## config.mk

```make
export PLATFORM = sky130hd
export DESIGN_NAME = pipelined_barrel_shifter
export DESIGN_NICKNAME = d
export VERILOG_FILES = /design/src/rtl/pipelined_barrel_shifter.sv
export SDC_FILE = /design/constraint.sdc
export NUM_CORES = 1
export LEC_CHECK = 0
export CAP_MARGIN = 20
export CORE_UTILIZATION = 35
export DETAILED_ROUTE_END_ITERATION = 10
export HOLD_SLACK_MARGIN = 0.12
export SYNTH_ARGS = -nofsm -noshare
export SYNTH_HDL_FRONTEND = slang
export SYNTH_SLANG_ARGS = --single-unit
```

## constraint.sdc

```tcl
create_clock -name clock -period 1.52 [get_ports clock]
set_input_delay 0.228 -clock clock [delete_from_list [all_inputs] [get_ports clock]]
set_output_delay 0.228 -clock clock [all_outputs]
set_load 0.005 [all_outputs]
```

## src/rtl/pipelined_barrel_shifter.sv

```systemverilog
// log2(WIDTH)-stage SLL/SRL/SRA/ROTL shifter, one register per stage, valid/ready on both ends.
// Optional zero flag on the result is built when SHIFTER_ZERO_FLAG_EN is defined.
module pipelined_barrel_shifter #(
    parameter int WIDTH = 32,
    parameter int TAG_W = 5,
    localparam int SHAMT_W = $clog2(WIDTH)
) (
    input  logic               clock,
    input  logic               reset_n,
    input  logic               in_valid,
    output logic               in_ready,
    input  logic [WIDTH-1:0]   in_data,
    input  logic [SHAMT_W-1:0] in_shamt,
    input  logic [1:0]         in_mode,
    input  logic [TAG_W-1:0]   in_tag,
    output logic               out_valid,
    input  logic               out_ready,
    output logic [WIDTH-1:0]   out_data,
    output logic [TAG_W-1:0]   out_tag
`ifdef SHIFTER_ZERO_FLAG_EN
    ,
    output logic               out_zero
`endif
);

    logic stall;
    logic advance;

    function automatic logic [WIDTH-1:0] shift_by(input logic [WIDTH-1:0] d,
                                                  input logic [1:0] mode,
                                                  input int amt);
        case (mode)
            2'b00:   return d << amt;
            2'b01:   return d >> amt;
            2'b10:   return $signed(d) >>> amt;
            default: return (d << amt) | (d >> (WIDTH - amt));
        endcase
    endfunction

    // Whole pipe freezes on output backpressure, so bubbles keep their slot.
    assign stall   = out_valid && !out_ready;
    assign advance = !stall;
    assign in_ready = !stall;

    for (genvar k = 0; k < SHAMT_W; k++) begin : g_stage
        logic               shift_en;
        logic               v_in;
        logic [WIDTH-1:0]   d_in;
        logic [1:0]         m_in;
        logic [TAG_W-1:0]   t_in;
        logic [WIDTH-1:0]   shifted;
        logic               q_valid;
        logic [WIDTH-1:0]   q_data;
        logic [TAG_W-1:0]   q_tag;

        if (k == 0) begin : g_src
            assign shift_en = in_shamt[0];
            assign v_in     = in_valid;
            assign d_in     = in_data;
            assign m_in     = in_mode;
            assign t_in     = in_tag;
        end else begin : g_src
            assign shift_en = g_stage[k-1].g_mid.q_shamt[0];
            assign v_in     = g_stage[k-1].q_valid;
            assign d_in     = g_stage[k-1].q_data;
            assign m_in     = g_stage[k-1].g_mid.q_mode;
            assign t_in     = g_stage[k-1].q_tag;
        end

        assign shifted = shift_en ? shift_by(d_in, m_in, 1 << k) : d_in;

        always_ff @(posedge clock or negedge reset_n) begin
            if (!reset_n) begin
                q_valid <= 1'b0;
                q_data  <= '0;
                q_tag   <= '0;
            end else if (advance) begin
                q_valid <= v_in;
                if (v_in) begin
                    q_data <= shifted;
                    q_tag  <= t_in;
                end
            end
        end

        // Only the not-yet-consumed shamt bits travel on; the last stage needs no mode/shamt.
        if (k < SHAMT_W - 1) begin : g_mid
            localparam int RW = SHAMT_W - 1 - k;
            logic [RW-1:0] rest;
            logic [RW-1:0] q_shamt;
            logic [1:0]    q_mode;

            if (k == 0) begin : g_rest
                assign rest = in_shamt[SHAMT_W-1:1];
            end else begin : g_rest
                assign rest = g_stage[k-1].g_mid.q_shamt[RW:1];
            end

            always_ff @(posedge clock or negedge reset_n) begin
                if (!reset_n) begin
                    q_shamt <= '0;
                    q_mode  <= '0;
                end else if (advance && v_in) begin
                    q_shamt <= rest;
                    q_mode  <= m_in;
                end
            end
        end
    end

    assign out_valid = g_stage[SHAMT_W-1].q_valid;
    assign out_data  = g_stage[SHAMT_W-1].q_data;
    assign out_tag   = g_stage[SHAMT_W-1].q_tag;

`ifdef SHIFTER_ZERO_FLAG_EN
    always_ff @(posedge clock or negedge reset_n) begin
        if (!reset_n) begin
            out_zero <= 1'b0;
        end else if (advance && g_stage[SHAMT_W-1].v_in) begin
            out_zero <= (g_stage[SHAMT_W-1].shifted == '0);
        end
    end
`endif

endmodule
```

Word level (Yosys, flattened, before mapping)
Index checks and enable logic that the tools add are counted.
{"block": "totals", "regBits": 208, "out_inout_bits": 39}
{"block": "op_classes", "n_eq_ne": 10, "n_mux": 10, "n_bitwise": 6, "n_reduce_logical": 17}
{"cell": "one-hot mux 32 bit (3 select lines)", "count": 5}
{"cell": "2-to-1 mux 32 bit", "count": 5}
{"cell": "bitwise OR 32 x 1 -> 32 bit", "count": 1}
{"cell": "bitwise OR 32 x 16 -> 32 bit", "count": 1}
{"cell": "bitwise OR 32 x 2 -> 32 bit", "count": 1}
{"cell": "bitwise OR 32 x 4 -> 32 bit", "count": 1}
{"cell": "bitwise OR 32 x 8 -> 32 bit", "count": 1}
{"cell": "== test 2 x 1 -> 1 bit, second input constant", "count": 5}
{"cell": "== test 2 bit, second input constant", "count": 5}
{"cell": "zero test 2 bit", "count": 5}
{"cell": "AND reduction 2 bit", "count": 5}
{"cell": "logical AND 1 bit", "count": 5}
{"cell": "zero test 1 bit", "count": 2}
{"cell": "inverter 1 bit", "count": 1}

Longest topological paths before layout
{"block": "depth", "word_depth": 4, "mapped_depth": 7, "depth_no_buf": 4}

Worst setup path after synthesis
No wires, ideal clock.
{"block": "synth_timing", "path_type": "register to register", "start": "reg g_stage[0].g_mid.q_mode[1]", "end": "reg g_stage[1].q_data[10]", "setup_time_ns": 0.134, "arrival_ns": 1.365, "required_ns": 1.386, "path_slack_ns": 0.021, "stages_incl_launch_ff": 6, "synth_period_minus_slack_ns": 1.499, "cell_sequence": "dfrtp_1 -> buf_6 -> xnor2_4 -> buf_12 -> mux2i_1 -> o211ai_2"}
{"block": "synth_via", "elab_chain_len": 3}
{"item": "start, declared", "line": "91", "text": "logic [1:0] q_mode;"}
{"item": "start signal, assigned", "line": "105", "text": "q_mode <= m_in;"}
{"item": "== test 2 bit, or another cell as far along", "line": "32", "text": "case (mode)"}
{"item": "one-hot mux 32 bit (3 select lines) (*)", "line": "32"}
{"item": "2-to-1 mux 32 bit (*)", "line": "70", "text": "assign shifted = shift_en ? shift_by(d_in, m_in, 1 << k) : d_in;"}
{"item": "end signal, assigned", "line": "80", "text": "q_data <= shifted;"}
{"item": "end, declared", "line": "53", "text": "logic [WIDTH-1:0] q_data;"}
Mark *: on every way between the ends. The rest lies on a longest branch, timed or not.
A chain may end at the register's enable or synchronous reset.

Worst setup path in the final report
{"block": "layout_timing", "start": "reg g_stage[4].q_valid (netlist: out_valid)", "end": "reg g_stage[1].q_data[7]"}
{"block": "layout_via", "elab_chain_len": 3}
{"item": "start, declared", "line": "52", "text": "logic q_valid;"}
{"item": "start signal, assigned", "line": "78", "text": "q_valid <= v_in;"}
{"item": "logical AND 1 bit", "line": "41", "text": "assign stall = out_valid && !out_ready;"}
{"item": "inverter 1 bit (no line)"}
{"item": "AND reduction 2 bit (no line)"}
No other way between the ends.

==> flow_summary.json <==
{
  "status": "finished clean",
  "hp-class": "primary input to asynchronous set/reset pin",
  "drtIter0Drc": 665,
  "setup_viol": 0,
  "ys_seq_elements": 208,
  "skew_ns": 0.007290,
  "post-route-period-util_pct": 99.39,
  "timing.final.hold_violations": 0,
  "peakVddDrop_v": 0.0008515,
  "place_inst": 1560,
  "power.leakage_nw": 6.147,
  "cp-end-kind": "register",
  "antenna_found_initial": 0,
  "dieWidth_um": 183.1,
  "startpoint_type": "register",
  "portBuffers": 86,
  "yosysUniqueCellTypes": 50,
  "syn-num-nets": 1102,
  "postSynthAreaPerCell_um2": 10.89,
  "wl_um": 33840,
  "area_delta_synth_final_pct": 28.94,
  "via_per_inst": 5.836,
  "grt_usage_pct": 20.23,
  "slew_headroom_pct": 66.08,
  "multiInputGateArea_um2": 5868,
  "setup_tns_ns": 0,
  "ioPinCount": 87,
  "fill_cells": 2982,
  "worstMarginPinSlew_ns": 0.5082,
  "max_cap_viol_count": 0,
  "cts_tree": "built",
  "cts_buffers": 25,
  "clockBufferDepth": 3,
  "layout-drive-gt1-share_pct": 26.77,
  "clk_latency_ns": 0.51,
  "crit_required_ns": 1.90,
  "vias": 9560,
  "dr.pass1.iters": 5,
  "nets": 1235,
  "drtAntennaViolNets": 0,
  "final_cells": 1638,
  "power.density_nw_per_um2": 2193,
  "grt_pass1_vias": 9698,
  "htreeDepth": 1,
  "seq_area_frac_synth_pct": 45.37,
  "dieArea_um2": 33510,
  "drv_slew": 0,
  "netlist_instances": 1054,
  "hpwlAfterDp_um": 23080,
  "timing.hold.ws_ns": 0.1381,
  "min_period_ns": 1.511,
  "route.detailed.drc": 0,
  "antennaDiodeCount": 0,
  "row_count": 65,
  "timing.fmax_mhz": 662.0,
  "grt_max_degree": 68,
  "globalRouteOverflowTotal": 0,
  "die_h_um": 183.1,
  "path_class": "register to register",
  "gp_congestion": 0.9111,
  "start_util_pct": 35.99,
  "clkSlewWorstSetupHoldPaths_ns": 0.06,
  "critPathArrivalTime_ns": 1.89,
  "wl_per_cell_um": 20.66,
  "synth_area_um2": 11470,
  "root_buffer": "clkbuf_16",
  "core-area_um2": 31880,
  "grt_setup_unrepaired": "true",
  "yosys_warnings": 0,
  "grt_pass1_wl_um": 54890,
  "cp_max_fo": 17,
  "ff_latch_area_um2": 5209,
  "clock-sinks": 208
}
==> worst max-delay path: stages, from the launching register on <==
cell	delay (ns)
dfrtp_1	0.34
nor2b_4	0.20
inv_6	0.07
buf_12	0.14
buf_6	0.13
bufbuf_16	0.29
nand4_1	0.10
o211ai_2	0.09
==> stage by stage <==
step	setup WS [ns]	power, mW	util, %	area (um^2)
finish	0.009340	32.44	46.41	14790
global route	-0.04940	34.39	46.41	14790
CTS	-0.1090	31.52	45.14	14390
detailed placement	-0.2873	25.54	42.08	13410
global placement	-0.2563	25.22	42.08	13410
floorplan	0.02099	19.45	-	11470
==> state kept, by name (all words and copies together), names as in the netlist <==
| name | cells |
|---|---|
| g_stage.q_data | 128 |
| out_data | 32 |
| g_stage.q_tag | 20 |
| g_stage.g_mid.q_shamt | 10 |
| g_stage.g_mid.q_mode | 8 |
| out_tag | 5 |
| g_stage.q_valid | 4 |
| out_valid | 1 |
==> worst paths after layout <==
check | start | to | slack, ns | cells past startpoint
setup / recovery | out_valid$_DFFE_PN0N_ | g_stage[1].q_data[7]$_DFFE_PN0P_ | 0.009 | 7
hold / removal | reset_n | out_data[31]$_DFFE_PN0P_ | 0.14 | 2
setup reg to reg | out_valid$_DFFE_PN0N_ | g_stage[1].q_data[7]$_DFFE_PN0P_ | 0.009 | 7
hold reg to reg | g_stage[0].q_tag[1]$_DFFE_PN0P_ | g_stage[1].q_tag[1]$_DFFE_PN0P_ | 0.48 | 1
max in group asynchronous | reset_n | g_stage[1].q_data[23]$_DFFE_PN0P_ | 0.78 | 3
min in group clock | in_tag[0] | g_stage[0].q_tag[0]$_DFFE_PN0P_ | 0.34 | 2
==> cell type report <==
class	count	share of cell area [%]
clock buffers	37	4.736
clock inverters	6	0.3721
inverters	10	0.2876
multi-input cells	716	39.67
flip-flops and latches	208	35.21
well taps	435	3.679
repair buffers	226	16.05
==> cell usage after synthesis, drive strengths merged <==
cell type / n / area (um^2)
dfrtp: 208 / 5205
o21ai: 132 / 660.6
o211ai: 115 / 963.4
mux2i: 99 / 991.0
mux2: 70 / 814.5
nand4: 68 / 425.4
clkbuf: 66 / 249.0
buf: 54 / 367.8
a21oi: 33 / 165.2
nor2: 33 / 140.1
nand4b: 30 / 262.8
a221oi: 28 / 289.0
o31ai: 28 / 245.2
a211oi: 16 / 120.1
a22oi: 16 / 120.1
o2bb2ai: 16 / 140.1
inv: 10 / 37.53
nand2: 7 / 31.28
xnor2: 5 / 100.1
nand3: 4 / 25.02
nor2b: 4 / 32.53
and2b: 2 / 16.27
a22o: 1 / 8.760
a31oi: 1 / 6.260
a41oi: 1 / 8.760
and2: 1 / 6.260
and3: 1 / 6.260
and3b: 1 / 8.760
nand2b: 1 / 6.260
nand3b: 1 / 7.510
nor3: 1 / 5.000
o21a: 1 / 7.510
==> per-layer routing <==
metal  up-vias  part of all wire (%)  track usage [%]
met3        59                   4.5            2.442
met2       319                    48            33.67
met4         0                   3.0            6.167
met5         -                     0                0
met1      4784                    45            27.47
li1       4398                     -                -
==> power breakdown <==
group / switching (mW) / internal [mW] / total [mW]
Combinational: 8.40 / 8.15 / 16.6
Sequential: 2.40 / 7.90 / 10.3
Clock: 2.26 / 3.33 / 5.59
==> cells in the final DEF (no fill, tap or decap), types with 4 or more instances in the layout <==
cell type	count
o31ai_1	19
buf_12	29
a221oi_1	11
buf_4	100
clkbuf_8	4
nand4_1	68
mux2_2	58
dfrtp_1	205
a221oi_2	11
o31ai_2	9
clkbuf_16	30
mux2_1	5
o2bb2ai_1	16
mux2i_1	98
mux2_4	7
a21oi_2	13
a221oi_4	6
clkdlybuf4s50_1	46
a211oi_1	16
nand4b_1	30
o211ai_1	95
nor2_1	31
buf_6	4
o21ai_0	103
o21ai_1	29
o211ai_2	20
inv_1	9
nand2_1	4
clkinv_2	5
dlygate4sd2_1	37
a22oi_1	16
clkbuf_1	9
a21oi_1	20
==> logic make-up after synthesis <==
| group | synth area share (%) |
|---|---|
| buf+inv | 5.703 |
| xor+xnor | 0.8724 |
| flops | 45.37 |
| mux | 15.74 |
| simple gates | 8.484 |
| compound gates | 23.84 |
==> timing repair <==
item	4_1_cts	5_1_grt
hold endpoints to repair	208	0
gates cloned	1	6
hold buffers	1	0
gates resized for setup	52	72
setup endpoints to repair	66	137
pin swaps	1	21
setup buffers	24	3
(Power assumes the default switching activity.)
